**src/rtl/irq_trap_ctrl_if.sv**
```systemverilog
// Bundle of core-side signals between the pipeline and the interrupt/trap controller.
// The controller uses the slave view; the core (or a bench) uses the master view.
interface irq_trap_ctrl_if #(
    parameter int NUM_IRQ = 4,
    parameter int XLEN    = 32
);
    logic [NUM_IRQ-1:0] irq;
    logic [NUM_IRQ-1:0] irq_en;
    logic               gie;
    logic [XLEN-1:0]    mtvec;
    logic               wb_valid;
    logic [XLEN-1:0]    pc_wb;
    logic               is_mret;
    logic               trap_taken;
    logic               mret_taken;
    logic [XLEN-1:0]    redirect_pc;
    logic [XLEN-1:0]    mepc;
    logic [XLEN-1:0]    mcause;
    logic [NUM_IRQ-1:0] mip;
    logic               in_handler;

    modport master (
        output irq, irq_en, gie, mtvec, wb_valid, pc_wb, is_mret,
        input  trap_taken, mret_taken, redirect_pc, mepc, mcause, mip, in_handler
    );

    modport slave (
        input  irq, irq_en, gie, mtvec, wb_valid, pc_wb, is_mret,
        output trap_taken, mret_taken, redirect_pc, mepc, mcause, mip, in_handler
    );
endinterface

```
**src/rtl/irq_trap_ctrl.sv**
```systemverilog
// Machine-mode interrupt/trap controller: latches level/edge sources, takes the lowest-index
// eligible interrupt at WB, redirects fetch (direct or vectored) and holds mepc/mcause until mret.
module irq_trap_ctrl #(
    parameter int                 NUM_IRQ   = 4,
    parameter int                 XLEN      = 32,
    parameter logic [NUM_IRQ-1:0] EDGE_MASK = '0
) (
    input  logic              clk,
    input  logic              rst,
    irq_trap_ctrl_if.slave    bus
);

    localparam int CW = (NUM_IRQ > 1) ? $clog2(NUM_IRQ) : 1;

    typedef enum logic {
        IDLE    = 1'b0,
        HANDLER = 1'b1
    } state_t;

    state_t             state;
    state_t             state_next;
    logic [NUM_IRQ-1:0] pending;
    logic [NUM_IRQ-1:0] pending_next;
    logic [NUM_IRQ-1:0] irq_prev;
    logic [NUM_IRQ-1:0] new_edge;
    logic [NUM_IRQ-1:0] mip_int;
    logic [NUM_IRQ-1:0] eligible;
    logic [NUM_IRQ-1:0] ack_mask;
    logic [CW-1:0]      cause;
    logic               any_eligible;
    logic               take_trap;
    logic               take_mret;
    logic [XLEN-1:0]    mepc_q;
    logic [XLEN-1:0]    mcause_q;
    logic [XLEN-1:0]    trap_base;
    logic [XLEN-1:0]    vec_offset;
    logic [XLEN-1:0]    trap_target;
    logic               mtvec_unused;

    // Edge lines report their sticky latch; level lines pass straight through.
    assign new_edge = bus.irq & ~irq_prev & EDGE_MASK;
    assign mip_int  = (pending & EDGE_MASK) | (bus.irq & ~EDGE_MASK);
    assign eligible = mip_int & bus.irq_en;

    always_comb begin
        cause        = '0;
        any_eligible = 1'b0;
        for (int i = NUM_IRQ - 1; i >= 0; i--) begin
            if (eligible[i]) begin
                cause        = CW'(i);
                any_eligible = 1'b1;
            end
        end
    end

    assign trap_base    = {bus.mtvec[XLEN-1:2], 2'b00};
    assign vec_offset   = {{(XLEN-CW-2){1'b0}}, cause, 2'b00};
    assign trap_target  = bus.mtvec[0] ? (trap_base + vec_offset) : trap_base;
    assign mtvec_unused = bus.mtvec[1];

    // HANDLER masks everything, so a same-cycle mret always wins over a new interrupt.
    always_comb begin
        state_next = state;
        take_trap  = 1'b0;
        take_mret  = 1'b0;
        if (!rst) begin
            case (state)
                IDLE: begin
                    if (bus.gie && bus.wb_valid && any_eligible) begin
                        take_trap  = 1'b1;
                        state_next = HANDLER;
                    end
                end
                HANDLER: begin
                    if (bus.is_mret && bus.wb_valid) begin
                        take_mret  = 1'b1;
                        state_next = IDLE;
                    end
                end
                default: state_next = IDLE;
            endcase
        end
    end

    assign ack_mask     = take_trap ? (NUM_IRQ'(1) << cause) : '0;
    assign pending_next = ((pending & ~ack_mask) | new_edge) & EDGE_MASK;

    always_ff @(posedge clk) begin
        if (rst) begin
            state    <= IDLE;
            pending  <= '0;
            irq_prev <= '0;
            mepc_q   <= '0;
            mcause_q <= '0;
        end else begin
            state    <= state_next;
            pending  <= pending_next;
            irq_prev <= bus.irq;
            if (take_trap) begin
                mepc_q   <= bus.pc_wb;
                mcause_q <= {1'b1, {(XLEN-1-CW){1'b0}}, cause};
            end
        end
    end

    assign bus.trap_taken  = take_trap;
    assign bus.mret_taken  = take_mret;
    assign bus.redirect_pc = take_trap ? trap_target : (take_mret ? mepc_q : '0);
    assign bus.mepc        = rst ? '0 : mepc_q;
    assign bus.mcause      = rst ? '0 : mcause_q;
    assign bus.mip         = rst ? '0 : mip_int;
    assign bus.in_handler  = !rst && (state == HANDLER);

endmodule

```
**src/flat_wrapper.sv**
```systemverilog
// flat-port wrapper written by rule: the top's interface ports become plain ports
module irq_trap_ctrl_flat 
#(
    parameter int                 NUM_IRQ   = 4,
    parameter int                 XLEN      = 32,
    parameter logic [NUM_IRQ-1:0] EDGE_MASK = '0
)
  (clk, rst, bus_irq, bus_irq_en, bus_gie, bus_mtvec, bus_wb_valid, bus_pc_wb, bus_is_mret, bus_trap_taken, bus_mret_taken, bus_redirect_pc, bus_mepc, bus_mcause, bus_mip, bus_in_handler);
  irq_trap_ctrl_if #(.NUM_IRQ(NUM_IRQ), .XLEN(XLEN)) bus_i ();
  input  logic clk;
  input  logic rst;
  input wire logic [$bits(bus_i.irq)-1:0] bus_irq;
  input wire logic [$bits(bus_i.irq_en)-1:0] bus_irq_en;
  input wire logic [$bits(bus_i.gie)-1:0] bus_gie;
  input wire logic [$bits(bus_i.mtvec)-1:0] bus_mtvec;
  input wire logic [$bits(bus_i.wb_valid)-1:0] bus_wb_valid;
  input wire logic [$bits(bus_i.pc_wb)-1:0] bus_pc_wb;
  input wire logic [$bits(bus_i.is_mret)-1:0] bus_is_mret;
  output wire logic [$bits(bus_i.trap_taken)-1:0] bus_trap_taken;
  output wire logic [$bits(bus_i.mret_taken)-1:0] bus_mret_taken;
  output wire logic [$bits(bus_i.redirect_pc)-1:0] bus_redirect_pc;
  output wire logic [$bits(bus_i.mepc)-1:0] bus_mepc;
  output wire logic [$bits(bus_i.mcause)-1:0] bus_mcause;
  output wire logic [$bits(bus_i.mip)-1:0] bus_mip;
  output wire logic [$bits(bus_i.in_handler)-1:0] bus_in_handler;
  assign bus_i.irq = bus_irq;
  assign bus_i.irq_en = bus_irq_en;
  assign bus_i.gie = bus_gie;
  assign bus_i.mtvec = bus_mtvec;
  assign bus_i.wb_valid = bus_wb_valid;
  assign bus_i.pc_wb = bus_pc_wb;
  assign bus_i.is_mret = bus_is_mret;
  assign bus_trap_taken = bus_i.trap_taken;
  assign bus_mret_taken = bus_i.mret_taken;
  assign bus_redirect_pc = bus_i.redirect_pc;
  assign bus_mepc = bus_i.mepc;
  assign bus_mcause = bus_i.mcause;
  assign bus_mip = bus_i.mip;
  assign bus_in_handler = bus_i.in_handler;
  irq_trap_ctrl #(.NUM_IRQ(NUM_IRQ), .XLEN(XLEN), .EDGE_MASK(EDGE_MASK)) u_core (.clk(clk), .rst(rst), .bus(bus_i));
endmodule
```
**config.mk**
```make
export PLATFORM = sky130hd
export DESIGN_NAME = irq_trap_ctrl_flat
export DESIGN_NICKNAME = d
export VERILOG_FILES = /design/src/rtl/irq_trap_ctrl_if.sv /design/src/rtl/irq_trap_ctrl.sv /design/src/flat_wrapper.sv
export SDC_FILE = /design/constraint.sdc
export NUM_CORES = 1
export LEC_CHECK = 0
export BUFFER_PORTS_ARGS = -buffer_cell sky130_fd_sc_hd__buf_2
export CORE_MARGIN = 5
export CORE_UTILIZATION = 40
export CTS_BUF_LIST = sky130_fd_sc_hd__clkbuf_4 sky130_fd_sc_hd__clkbuf_8 sky130_fd_sc_hd__clkbuf_16
export DETAILED_ROUTE_END_ITERATION = 16
export PLACE_DENSITY = 0.83
export RECOVER_POWER = 50
export SETUP_SLACK_MARGIN = 0.1
export SLEW_MARGIN = 20
export SYNTH_ARGS = -nofsm -noshare
export SYNTH_HDL_FRONTEND = slang
export SYNTH_SLANG_ARGS = --single-unit
```
**constraint.sdc**
```tcl
create_clock -name clk -period 2.95 [get_ports clk]
set_input_delay 0.295 -clock clk [delete_from_list [all_inputs] [get_ports clk]]
set_output_delay 0.295 -clock clk [all_outputs]
set_load 0.02 [all_outputs]
```
==> run_results.csv <==
group,metric,value,unit
status,status,"complete, no violations",
synth,avgSynthCellArea,6.880,um^2
timing,fin_ws,0.1882,ns
critical_path,critPathCaptureType,"primary output",
critical_path,reg2reg_slack,0.77,ns
timing,relSlewSlack,9.101,%
synth,synth_largest_type_area_fraction,25.99,%
synth,ys_top_cells_by_count,"nand2_1, nor2b_1, a21oi_1",
route,wl_per_cell,13.45,um
timing,finClkSkew,0.002066,ns
synth,synthFlopType,"dfxtp_1",
global_routing,grt_overflow,0,
floorplanning,fp.dieH,93.26,um
clocking,insertion_delay,0.28,ns
clocking,cts_tree,"done",
power,seqPwrFrac,43.8,%
timing,post-route-period-util,93.62,%
placement,pre_cts_ws,0.01308,ns
timing,setup_violations,0,
hold_path,hp-class,"in -> reg",
timing,slew_viol_final,0,
layout,final_nets,623,
critical_path,crit_type,"in -> out",
global_routing,grt_pass1_wl,13.01,mm
critical_path,reg2reg_depth,5,
timing,whs,0.2481,ns
synth,synthArstFlopShare,0,%
power,p_int,0.8101,mW
critical_path,reg2reg_to,"u_core.mcause_q[0]$_SDFFE_PP0P_",
placement,dp_hpwl,6.492,mm
global_routing,grt_max_degree,73,
clocking,holdBufCountCts,0,
floorplanning,initial_utilization,41.04,%
power,power,1.166,mW
critical_path,cp.required,2.65,ns
clocking,cts.htree.levels,2,
synth,synth_edf_count,0,
timing,setup-tns-final,0,ns
power,p_leak,1.543,nW
route,totalWireLength,8.395,mm
floorplanning,io_pins,180,
route,viasPerCell,4.921,
timing,min_period,2.762,ns
hold_path,worstHoldEndpoint,"u_core.mepc_q[1]$_SDFFE_PP0P_",
synth,netlist_area,2773,um^2
timing,fmax,362.1,MHz
hold_path,min_from,"bus_pc_wb[1]",
power,clockPowerShare,32.4,%
layout,area_delta_synth_final,27.93,%
critical_path,r2r_start,"u_core.state$_SDFF_PP0_",
timing,tightest_slew,1.363,ns
route,drc_errors,0,
floorplanning,rows,30,
clocking,ctsLongestPathBuffers,2,
critical_path,critPathMostFrequentCell,"buf_6",
route,drt_first_pass_iters,4,
route,routed-via-count,3071,
power,max-vdd-ir-drop,209.2,uV
synth,synth-seq-cells,36,
synth,synthCells,403,
layout,n_antenna_cell,0,
critical_path,start_kind,"input pin",
floorplanning,die_area,8697,um^2
global_routing,grt_pass1_vias,2987,
flow_run,drv_cap,0,
global_routing,antenna_found_initial,0,
critical_path,path_cells,"buf_6, nand2_4, a32oi_2, a21oi_2, ha_2, inv_2, fa_2, nand4b_1, nor2_2, buf_6, nand4_1, xor2_1, o21ai_1, buf_4",
power,swShare,30.54,%
hold_path,holdPathStages,3,
critical_path,cp.arrival,2.47,ns
timing,rsz0062_at_grt,"true",
synth,synth_area_leaders,"dfxtp_1, nand2_1, nor2b_1, buf_4, a21oi_1",
clocking,cts_buffers,5,
synth,yosysWarnings,0,
route,ant_nets,0,
critical_path,critPathSlowestCell,"fa_2",
synth,post-synth-top-count-cell,"nand2_1",
clocking,clkSinkCount,36,
clocking,clockRootBuffer,"clkbuf_8",
layout,final_layout_size_suffix_gt1_share,26.29,%
power,p_sw,0.3562,mW
critical_path,crit_buf_inv,4,
power,cellPowerDensity,328.8,nW/um^2
placement,gp_congestion,0.8254,
global_routing,grt_usage,18.17,%
critical_path,critical-path-max-stage-delay,0.38,ns
floorplanning,core_area,6756,um^2
synth,synth_cell_types,38,
placement,port_buffers,149,
critical_path,crit_family,"adder cells",
synth,synth_top_area_cell,"dfxtp_1",
clocking,clk_pin_slew_worst_paths,0.07,ns
route,drt_iter0_drc,113,
critical_path,cp_max_fo,8,
power,combPwrFrac,23.8,%
synth,ys_seq_area_share,25.99,%
floorplanning,die_w,93.26,um
timing,hold_viol,0,
-- routing by layer --
metal | routed length, um | vias to the layer above | global-route usage [%] | part of all wire [%]
met4 | 103 | 0 | 5.006 | 1.2
met5 | 0 | - | 0 | 0
met1 | 3346 | 1394 | 20.50 | 40
met3 | 687 | 10 | 4.666 | 8.2
li1 | - | 1538 | - | -
met2 | 4257 | 129 | 33.47 | 51
-- worst max-delay path by stage --
stage	from	to	slack (ns)	depth (start not counted)
3_5_place_dp	bus_irq[2]	bus_redirect_pc[30]	0.01	14
5_1_grt	bus_irq[2]	bus_redirect_pc[24]	0.04	14
2_1_floorplan	bus_irq_en[2]	bus_redirect_pc[18]	0.18	12
3_3_place_gp	bus_irq[2]	bus_redirect_pc[30]	0.004	14
4_1_cts	bus_irq[2]	bus_redirect_pc[30]	0.12	14
6_report	bus_irq[2]	bus_redirect_pc[24]	0.19	14
-- per-stage QoR --
stage	utilization, %	cells	area (um^2)
3_5_place_dp	50.74	614	3428
2_1_floorplan	-	431	2878
5_1_grt	52.50	624	3547
6_report	52.50	624	3547
4_1_cts	52.41	622	3541
3_3_place_gp	50.74	614	3428
-- worst reg2reg max path, stage by stage, from the launching register on --
cell      delay, ns
dfxtp_1        0.31
and4bb_1       0.35
o21ai_4        0.19
inv_1          0.88
nand2_1        0.18
a21oi_1        0.18
-- power by group through the flow --
| stage | sequential (mW) | clock [mW] | combinational, mW |
|---|---|---|---|
| 3_5_place_dp | 0.522 | 0 | 0.271 |
| 3_3_place_gp | 0.521 | 0 | 0.264 |
| 6_report | 0.511 | 0.378 | 0.278 |
| 4_1_cts | 0.511 | 0.394 | 0.273 |
| 2_1_floorplan | 0.519 | 0 | 0.194 |
| 5_1_grt | 0.513 | 0.412 | 0.306 |
-- kinds of logic (layout without fill, tap and decap cells) --
| kind of cell | count (synthesis) | after routing | share of synthesized area, % |
|---|---|---|---|
| AOI/OAI and AO/OA | 71 | 71 | 13.22 |
| xor gates and xnor gates | 28 | 28 | 8.845 |
| adders and majority gates | 3 | 3 | 1.624 |
| buffers and inverters | 63 | 176 | 14.58 |
| DFF | 36 | 36 | 25.99 |
| muxes | 1 | 1 | 0.3610 |
| other | 1 | 29 | 0.1352 |
| and+or+nand+nor | 200 | 200 | 35.24 |
-- flip-flops by register name, summed over array words and instances (netlist names) --
| register | cells |
|---|---|
| u_core.mcause_q | 3 |
| u_core.mepc_q | 32 |
| u_core.state | 1 |
-- layout make-up --
type,count,area [um^2]
well taps,80,100.1
inverters,8,30.03
multi-input cells,332,1795
fillers,722,3209
clock buffers,8,97.59
flip-flops and latches,36,720.7
repair buffers,160,803.3
-- layout by cell type (no fill, tap or decap), drive strengths merged --
master	instances
a21oi	37
a22o	1
a32oi	1
and2	3
and3	5
and4	1
and4bb	1
buf	118
clkbuf	50
conb	29
dfxtp	36
fa	1
ha	2
inv	8
mux2i	1
nand2	110
nand2b	1
nand3	8
nand4	16
nand4b	1
nor2	8
nor2b	41
nor3	4
o21ai	32
or2	1
xnor2	7
xor2	21
-- what timing repair did --
action	4_1_cts	5_1_grt
buffers inserted	0	2
endpoints found under the hold margin	0	0
pin swaps	3	8
setup endpoints to repair	9	11
gates resized for setup	6	19
Note: power is estimated with default switching activity, not from simulation.
